==> src/rtl/jstk_spi_xfer.sv <==
// SPI mode-0 five-byte full-duplex transaction engine for the PmodJSTK joystick.
// A rising edge on sndRec runs one exchange; DOUT is updated atomically on completion.
module jstk_spi_xfer #(
    parameter int SCLK_HALF = 45,
    parameter int SS_SETUP  = 180,
    parameter int BYTE_GAP  = 120
) (
    input  logic        CLK,
    input  logic        RST,
    input  logic        sndRec,
    input  logic [39:0] DIN,
    input  logic        MISO,
    output logic        SS,
    output logic        SCLK,
    output logic        MOSI,
    output logic [39:0] DOUT,
    output logic        busy,
    output logic        done
);

    localparam int CNT_MAX_A = (SS_SETUP > BYTE_GAP) ? SS_SETUP : BYTE_GAP;
    localparam int CNT_MAX   = (CNT_MAX_A > SCLK_HALF) ? CNT_MAX_A : SCLK_HALF;
    localparam int CW        = $clog2(CNT_MAX + 1);

    localparam logic [CW-1:0] CNT_ZERO  = CW'(0);
    localparam logic [CW-1:0] CNT_ONE   = CW'(1);
    localparam logic [CW-1:0] SETUP_END = CW'(SS_SETUP - 1);
    localparam logic [CW-1:0] HALF_END  = CW'(SCLK_HALF - 1);
    localparam logic [CW-1:0] GAP_END   = CW'(BYTE_GAP - 1);

    typedef enum logic [2:0] {
        ST_IDLE   = 3'd0,
        ST_SSWAIT = 3'd1,
        ST_SHIFT  = 3'd2,
        ST_GAP    = 3'd3,
        ST_FINISH = 3'd4
    } state_t;

    state_t        state_q, state_d;
    logic [CW-1:0] cnt_q, cnt_d;
    logic [2:0]    bit_q, bit_d;
    logic [2:0]    byte_q, byte_d;
    logic [39:0]   tx_q, tx_d;
    logic [39:0]   rx_q, rx_d;
    logic [39:0]   dout_q, dout_d;
    logic          ss_q, ss_d;
    logic          sclk_q, sclk_d;
    logic          mosi_q, mosi_d;
    logic          busy_q, busy_d;
    logic          done_q, done_d;
    logic          sndrec_q;
    logic          start_s;

    // State, counters, shift registers and registered outputs.
    always_ff @(posedge CLK or posedge RST) begin
        if (RST) begin
            state_q  <= ST_IDLE;
            cnt_q    <= CNT_ZERO;
            bit_q    <= 3'd0;
            byte_q   <= 3'd0;
            tx_q     <= 40'd0;
            rx_q     <= 40'd0;
            dout_q   <= 40'd0;
            ss_q     <= 1'b1;
            sclk_q   <= 1'b0;
            mosi_q   <= 1'b0;
            busy_q   <= 1'b0;
            done_q   <= 1'b0;
            sndrec_q <= 1'b0;
        end else begin
            state_q  <= state_d;
            cnt_q    <= cnt_d;
            bit_q    <= bit_d;
            byte_q   <= byte_d;
            tx_q     <= tx_d;
            rx_q     <= rx_d;
            dout_q   <= dout_d;
            ss_q     <= ss_d;
            sclk_q   <= sclk_d;
            mosi_q   <= mosi_d;
            busy_q   <= busy_d;
            done_q   <= done_d;
            sndrec_q <= sndRec;
        end
    end

    // busy_q gates acceptance so the done cycle itself cannot start a new transfer.
    assign start_s = sndRec & ~sndrec_q & (state_q == ST_IDLE) & ~busy_q;

    // Next-state and output logic for the transaction sequencer.
    always_comb begin
        state_d = state_q;
        cnt_d   = cnt_q;
        bit_d   = bit_q;
        byte_d  = byte_q;
        tx_d    = tx_q;
        rx_d    = rx_q;
        dout_d  = dout_q;
        ss_d    = ss_q;
        sclk_d  = sclk_q;
        mosi_d  = mosi_q;
        busy_d  = busy_q;
        done_d  = 1'b0;

        case (state_q)
            ST_IDLE: begin
                ss_d   = 1'b1;
                sclk_d = 1'b0;
                mosi_d = 1'b0;
                busy_d = 1'b0;
                if (start_s) begin
                    state_d = ST_SSWAIT;
                    ss_d    = 1'b0;
                    busy_d  = 1'b1;
                    tx_d    = DIN;
                    rx_d    = 40'd0;
                    cnt_d   = CNT_ZERO;
                    bit_d   = 3'd0;
                    byte_d  = 3'd0;
                end else begin
                    cnt_d = CNT_ZERO;
                end
            end

            ST_SSWAIT: begin
                if (cnt_q == SETUP_END) begin
                    state_d = ST_SHIFT;
                    cnt_d   = CNT_ZERO;
                    mosi_d  = tx_q[39];
                    tx_d    = {tx_q[38:0], 1'b0};
                end else begin
                    cnt_d = cnt_q + CNT_ONE;
                end
            end

            ST_SHIFT: begin
                if (cnt_q == HALF_END) begin
                    cnt_d = CNT_ZERO;
                    if (!sclk_q) begin
                        sclk_d = 1'b1;
                        rx_d   = {rx_q[38:0], MISO};
                    end else begin
                        sclk_d = 1'b0;
                        if (bit_q == 3'd7) begin
                            bit_d = 3'd0;
                            if (byte_q == 3'd4) begin
                                state_d = ST_FINISH;
                            end else begin
                                state_d = ST_GAP;
                                byte_d  = byte_q + 3'd1;
                            end
                        end else begin
                            bit_d  = bit_q + 3'd1;
                            mosi_d = tx_q[39];
                            tx_d   = {tx_q[38:0], 1'b0};
                        end
                    end
                end else begin
                    cnt_d = cnt_q + CNT_ONE;
                end
            end

            ST_GAP: begin
                if (cnt_q == GAP_END) begin
                    state_d = ST_SHIFT;
                    cnt_d   = CNT_ZERO;
                    mosi_d  = tx_q[39];
                    tx_d    = {tx_q[38:0], 1'b0};
                end else begin
                    cnt_d = cnt_q + CNT_ONE;
                end
            end

            ST_FINISH: begin
                if (cnt_q == HALF_END) begin
                    state_d = ST_IDLE;
                    cnt_d   = CNT_ZERO;
                    ss_d    = 1'b1;
                    mosi_d  = 1'b0;
                    dout_d  = rx_q;
                    done_d  = 1'b1;
                end else begin
                    cnt_d = cnt_q + CNT_ONE;
                end
            end

            default: begin
                state_d = ST_IDLE;
                cnt_d   = CNT_ZERO;
                ss_d    = 1'b1;
                sclk_d  = 1'b0;
                mosi_d  = 1'b0;
                busy_d  = 1'b0;
            end
        endcase
    end

    assign SS   = ss_q;
    assign SCLK = sclk_q;
    assign MOSI = mosi_q;
    assign DOUT = dout_q;
    assign busy = busy_q;
    assign done = done_q;

endmodule
==> config.mk <==
export PLATFORM = sky130hd
export DESIGN_NAME = jstk_spi_xfer
export DESIGN_NICKNAME = d
export VERILOG_FILES = /design/src/rtl/jstk_spi_xfer.sv
export SDC_FILE = /design/constraint.sdc
export NUM_CORES = 1
export LEC_CHECK = 0
export CAP_MARGIN = 20
export CORE_ASPECT_RATIO = 2
export CORE_UTILIZATION = 40
export CTS_CLUSTER_SIZE = 28
export DETAILED_ROUTE_END_ITERATION = 7
export GPL_TIMING_DRIVEN = 1
export PLACE_DENSITY = 0.67
export RECOVER_POWER = 25
export SYNTH_ARGS = -nofsm -noshare
export SYNTH_HDL_FRONTEND = slang
export SYNTH_SLANG_ARGS = --single-unit
==> constraint.sdc <==
create_clock -name CLK -period 14 [get_ports CLK]
set_input_delay 4.2 -clock CLK [delete_from_list [all_inputs] [get_ports CLK]]
set_output_delay 4.2 -clock CLK [all_outputs]
set_load 0.01 [all_outputs]
# Word level (Yosys, flattened, before mapping)
# Cells that the tools add are included.
# Widths: inputs -> output; s select.
totals:
  output_inout_bits: 45
  ff_bits: 143
  inputBits: 44
classes:
  n_eq_ne: 19
  mux: 51
  n_addsub: 3
  reduce_logical: 16
  bitwise_logic: 7
ops:
  columns: ["operator", "n"]
  rows:
  - ["$mux 40", 9]
  - ["$pmux 40 s4", 1]
  - ["$pmux 40 s2", 1]
  - ["$mux 3", 16]
  - ["$mux 8", 3]
  - ["$pmux 8 s3", 1]
  - ["$ne 2x2->1 const B", 10]
  - ["$pmux 3 s5", 1]
  - ["$reduce_and 7->1", 2]
  - ["$mux 1", 13]
  - ["$pmux 3 s2", 2]
  - ["$reduce_and 6->1", 2]
  - ["$eq 3x3->1 const B", 3]
  - ["$add 8x1->8 const B", 1]
  - ["$eq 8x6->1 const B", 1]
  - ["$eq 8x7->1 const B", 1]
  - ["$eq 8x8->1 const B", 1]
  - ["$reduce_and 4->1", 2]
  - ["$add 3x1->3 const B", 2]
  - ["$eq 3x2->1 const B", 2]
  - ["$reduce_and 2->1", 3]
  - ["$reduce_or 3->1", 2]
  - ["$not 1->1", 4]
  - ["$pmux 1 s2", 2]
  - ["other kinds (9)", 11]

# Depth between registers and ports, before layout
depth:
  depth_word: 6
  ltp_mapped: 8
  ltp_nobuf: 7

# Least setup slack after synthesis
# Ideal clock, no wire load.
synth_timing:
  path_kind: "in2reg"
  from: "input sndRec"
  to: "register tx_q[12]"
  arrival_time_ns: 5.488
  cell_stages: 6
  setup_slack_ns: 8.393
  path_cell_list: "or3b_1 a221oi_1 o221ai_2 buf_6 nand2_1 o21ai_2"
synth_via:
  elab_chain_len: 5
synth_lines:
  columns: ["element", "line", "rtl"]
  rows:
  - ["from (decl)", "10", "input logic sndRec,"]
  - ["$and 1x1->1 (3 in a row)", "88", "assign start_s = sndRec & ~sndrec_q & (state_q == ST_IDLE) & ~busy_q;"]
  - ["$ne 2x2->1 (no source line)", null, null]
  - ["$reduce_and 7->1 (no source line)", null, null]
  - ["to (signal assigned)", "75", "tx_q <= tx_d;"]
  - ["to (decl)", "43", "logic [39:0] tx_q, tx_d;"]
# No other way between the ends.
# A chain may end at the register's enable or synchronous reset.

==> flow_summary.ini <==
[status]
status = finished, violations left
violations = capacitance limit, slew limit

[yosys]
synth_top_family_by_area = multiplexers
synth_fa_ha_area_share_pct = 1.40
netlist_instances = 496
synth-seq-area-share_pct = 57.4
ys.flop_type = dfrtp_1
ys_ff_latch = 143
synthesis.nets = 547
synth_xor_area_share_pct = 0.843
syn_area_per_cell_um2 = 12.6
synth_top_area_share_pct = 57.0
synthSimpleGateAreaFrac_pct = 8.12
yosys_warnings = 0
synth_compound_area_share_pct = 12.9
synth.distinct_cells = 57
yosys.area.top_type = dfrtp_1
yosys-top-cells-count = dfrtp_1 (142), nand2_1 (55), mux2i_1 (41)
synthTopCellsByArea = dfrtp_1 (57%), mux2i_1 (6.6%), a22o_1 (5.6%), mux2_2 (5.6%), nand2_1 (3.3%)
synth.cell_area_um2 = 6240
synth_most_common_cell = dfrtp_1
synth_edf_count = 0
muxShareOfSynthArea_pct = 14.2
synthArstFlopShare_pct = 100

[job]
cap_violations = 3

[cts]
cts_tree = built
cts.sink_count = 143
ctsResizeCount = 0
htreeDepth = 4
post_cts_buffers = 0
cts_buffers = 17
root_buffer = clkbuf_16
hold_buffers = 0
cts.reportedPaths.clkPinSlew_ns = 0.06
cts_buffer_depth = 2
clk_latency_ns = 0.42

[worst_setup_path]
critical_path_class = in -> async
crit_required_ns = 14.52
slowest_delay_ns = 1.40
cp.arrival_ns = 7.01
cp-end-kind = asynchronous set/reset pin
cp-start-kind = input port
critical-path-slowest-cell = clkinvlp_2
crit_fanout = 73
crit_path_cell_trace = dlygate4sd3_1, clkinvlp_2, buf_4, buf_16

[routing]
num_vias = 4092
drtIter0Drc = 145
ant_nets = 0
post-route-drc-count = 0
via_per_inst = 5.19
routedWlPerCell_um = 15.1
drt-total-wl_um = 11900
dr.pass1.iters = 4

[cells_and_area]
insertedDiodeCount = 0
drive_gt1_share_pct = 14.2
fin_area_um2 = 7740
final_nets = 628
synthToLayoutAreaGrowth_pct = 24.2

[timing]
hold_viol_final = 0
fin_crit_ns = 6.49
finClkSkew_ns = 0.0142
fin_crit_sh_pct = 46.4
drv_slew = 111
setup_violations = 0
finalSetupTns_ns = 0
maxSlewHeadroom_pct = -65.5
clock.fmax_mhz = 154
grt_setup_unrepaired = no
tightest_slew_ns = 2.47

[pwr]
power_w = 0.00134
p_per_area_nw_per_um2 = 173
power.leakage_nw = 3.67
ir_worst_vdd_mv = 0.0867

[global_route]
grt_antenna_before_repair = 0
grt_pass1_vias = 4337
grt_max_degree = 88
grt-ovfl-total = 0
grt_pass1_wl_um = 21100
grt_use_total_pct = 16.2

[placement]
place_congestion = 0.800
hpwl_um = 7830
io_buffer_count = 88
place_area_um2 = 7150

[die]
die_w_um = 90.3
row_count = 64
coreArea_um2 = 15300
die-area_um2 = 16100
io_pins = 89
die_h_um = 179
start_util_pct = 40.8

[hold_path]
min_path_type = reg -> reg
[sequential cells by signal, indices dropped and copies added (netlist names), 3 cells and up]
signal	count
byte_q	3
state_q	3
bit_q	3
rx_q	40
DOUT	40
tx_q	40
cnt_q	8
[routing by layer]
metal  routed length [um]  GRT usage (%)  up-vias
li1                     -              -     1940
met1                 4930           19.3     2037
met2                 6290           28.0       98
met3                  479           4.65       17
met4                  170           5.38        0
met5                    0              0        -
[cell families (layout without fill, tap and decap cells)]
group | Yosys count | in the layout
AOI/OAI and AO/OA | 115 | 115
xor gates and xnor gates | 6 | 6
adders and majority gates | 7 | 7
buffers and inverters | 42 | 136
DFF | 143 | 143
muxes | 83 | 83
and+or+nand+nor | 100 | 100
[cells in the final DEF, fill, tap and decap left out, drive strengths merged, types with 3 or more instances in the layout]
cell type / Yosys / final
dfrtp: 142 / 142
clkdlybuf4s50: 0 / 86
nand2: 55 / 55
o21ai: 48 / 48
mux2: 42 / 42
mux2i: 41 / 41
a22o: 40 / 40
clkbuf: 7 / 17
inv: 10 / 16
nor2: 14 / 14
a21oi: 10 / 10
ha: 7 / 7
clkinv: 0 / 6
buf: 23 / 6
nor3: 5 / 5
nand3: 4 / 4
xor2: 4 / 4
a31oi: 4 / 4
nor2b: 3 / 3
a22oi: 3 / 3
[path summary, 6_finish.rpt]
| path | from | end | slack [ns] | cells past startpoint |
|---|---|---|---|---|
| hold / removal | tx_q[36]$_DFFE_PP0P_ | tx_q[36]$_DFFE_PP0P_ | 0.49 | 2 |
| setup / recovery | RST | SS$_DFFE_PP1P_ | 7.51 | 4 |
| setup reg to reg | cnt_q[0]$_DFF_PP0_ | DOUT[15]$_DFFE_PP0P_ | 8.86 | 6 |
| max in group CLK | sndRec | tx_q[37]$_DFFE_PP0P_ | 7.86 | 7 |
| min in group asynchronous | RST | tx_q[22]$_DFFE_PP0P_ | 4.92 | 2 |
| hold reg to reg | tx_q[36]$_DFFE_PP0P_ | tx_q[36]$_DFFE_PP0P_ | 0.49 | 2 |
[worst max-delay path: cells and delay by family]
| family | cells | cell delay, ns |
|---|---|---|
| buffers and inverters | 4 | 2.73 |
[cell type report]
cell class	count	area, um^2
inverters	10	38.8
clock inverters	15	154
repair buffers	94	958
flip-flops and latches	143	3580
fillers	1337	7550
multi-input cells	311	2340
clock buffers	17	425
well taps	198	248
[power by group]
| part | switching, W | internal (W) |
|---|---|---|
| sequential | 0.0000562 | 0.000485 |
| combinational | 0.000209 | 0.000153 |
| clock | 0.000188 | 0.000251 |
| total | 0.000454 | 0.000889 |
[stage by stage]
| step | instances | utilization, % | hold WS (ns) | setup slack [ns] |
|---|---|---|---|---|
| 6_report | 788 | 50.6 | 0.487 | 7.51 |
| 5_1_grt | 788 | 50.6 | 0.518 | 7.05 |
| 4_1_cts | 786 | 50.5 | 0.491 | 7.97 |
| 3_5_place_dp | 754 | 46.7 | 0.475 | 7.53 |
| 3_3_place_gp | 754 | 46.7 | 0.465 | 7.60 |
| 2_1_floorplan | 496 | - | 0.448 | 5.96 |
(Power assumes the default switching activity.)
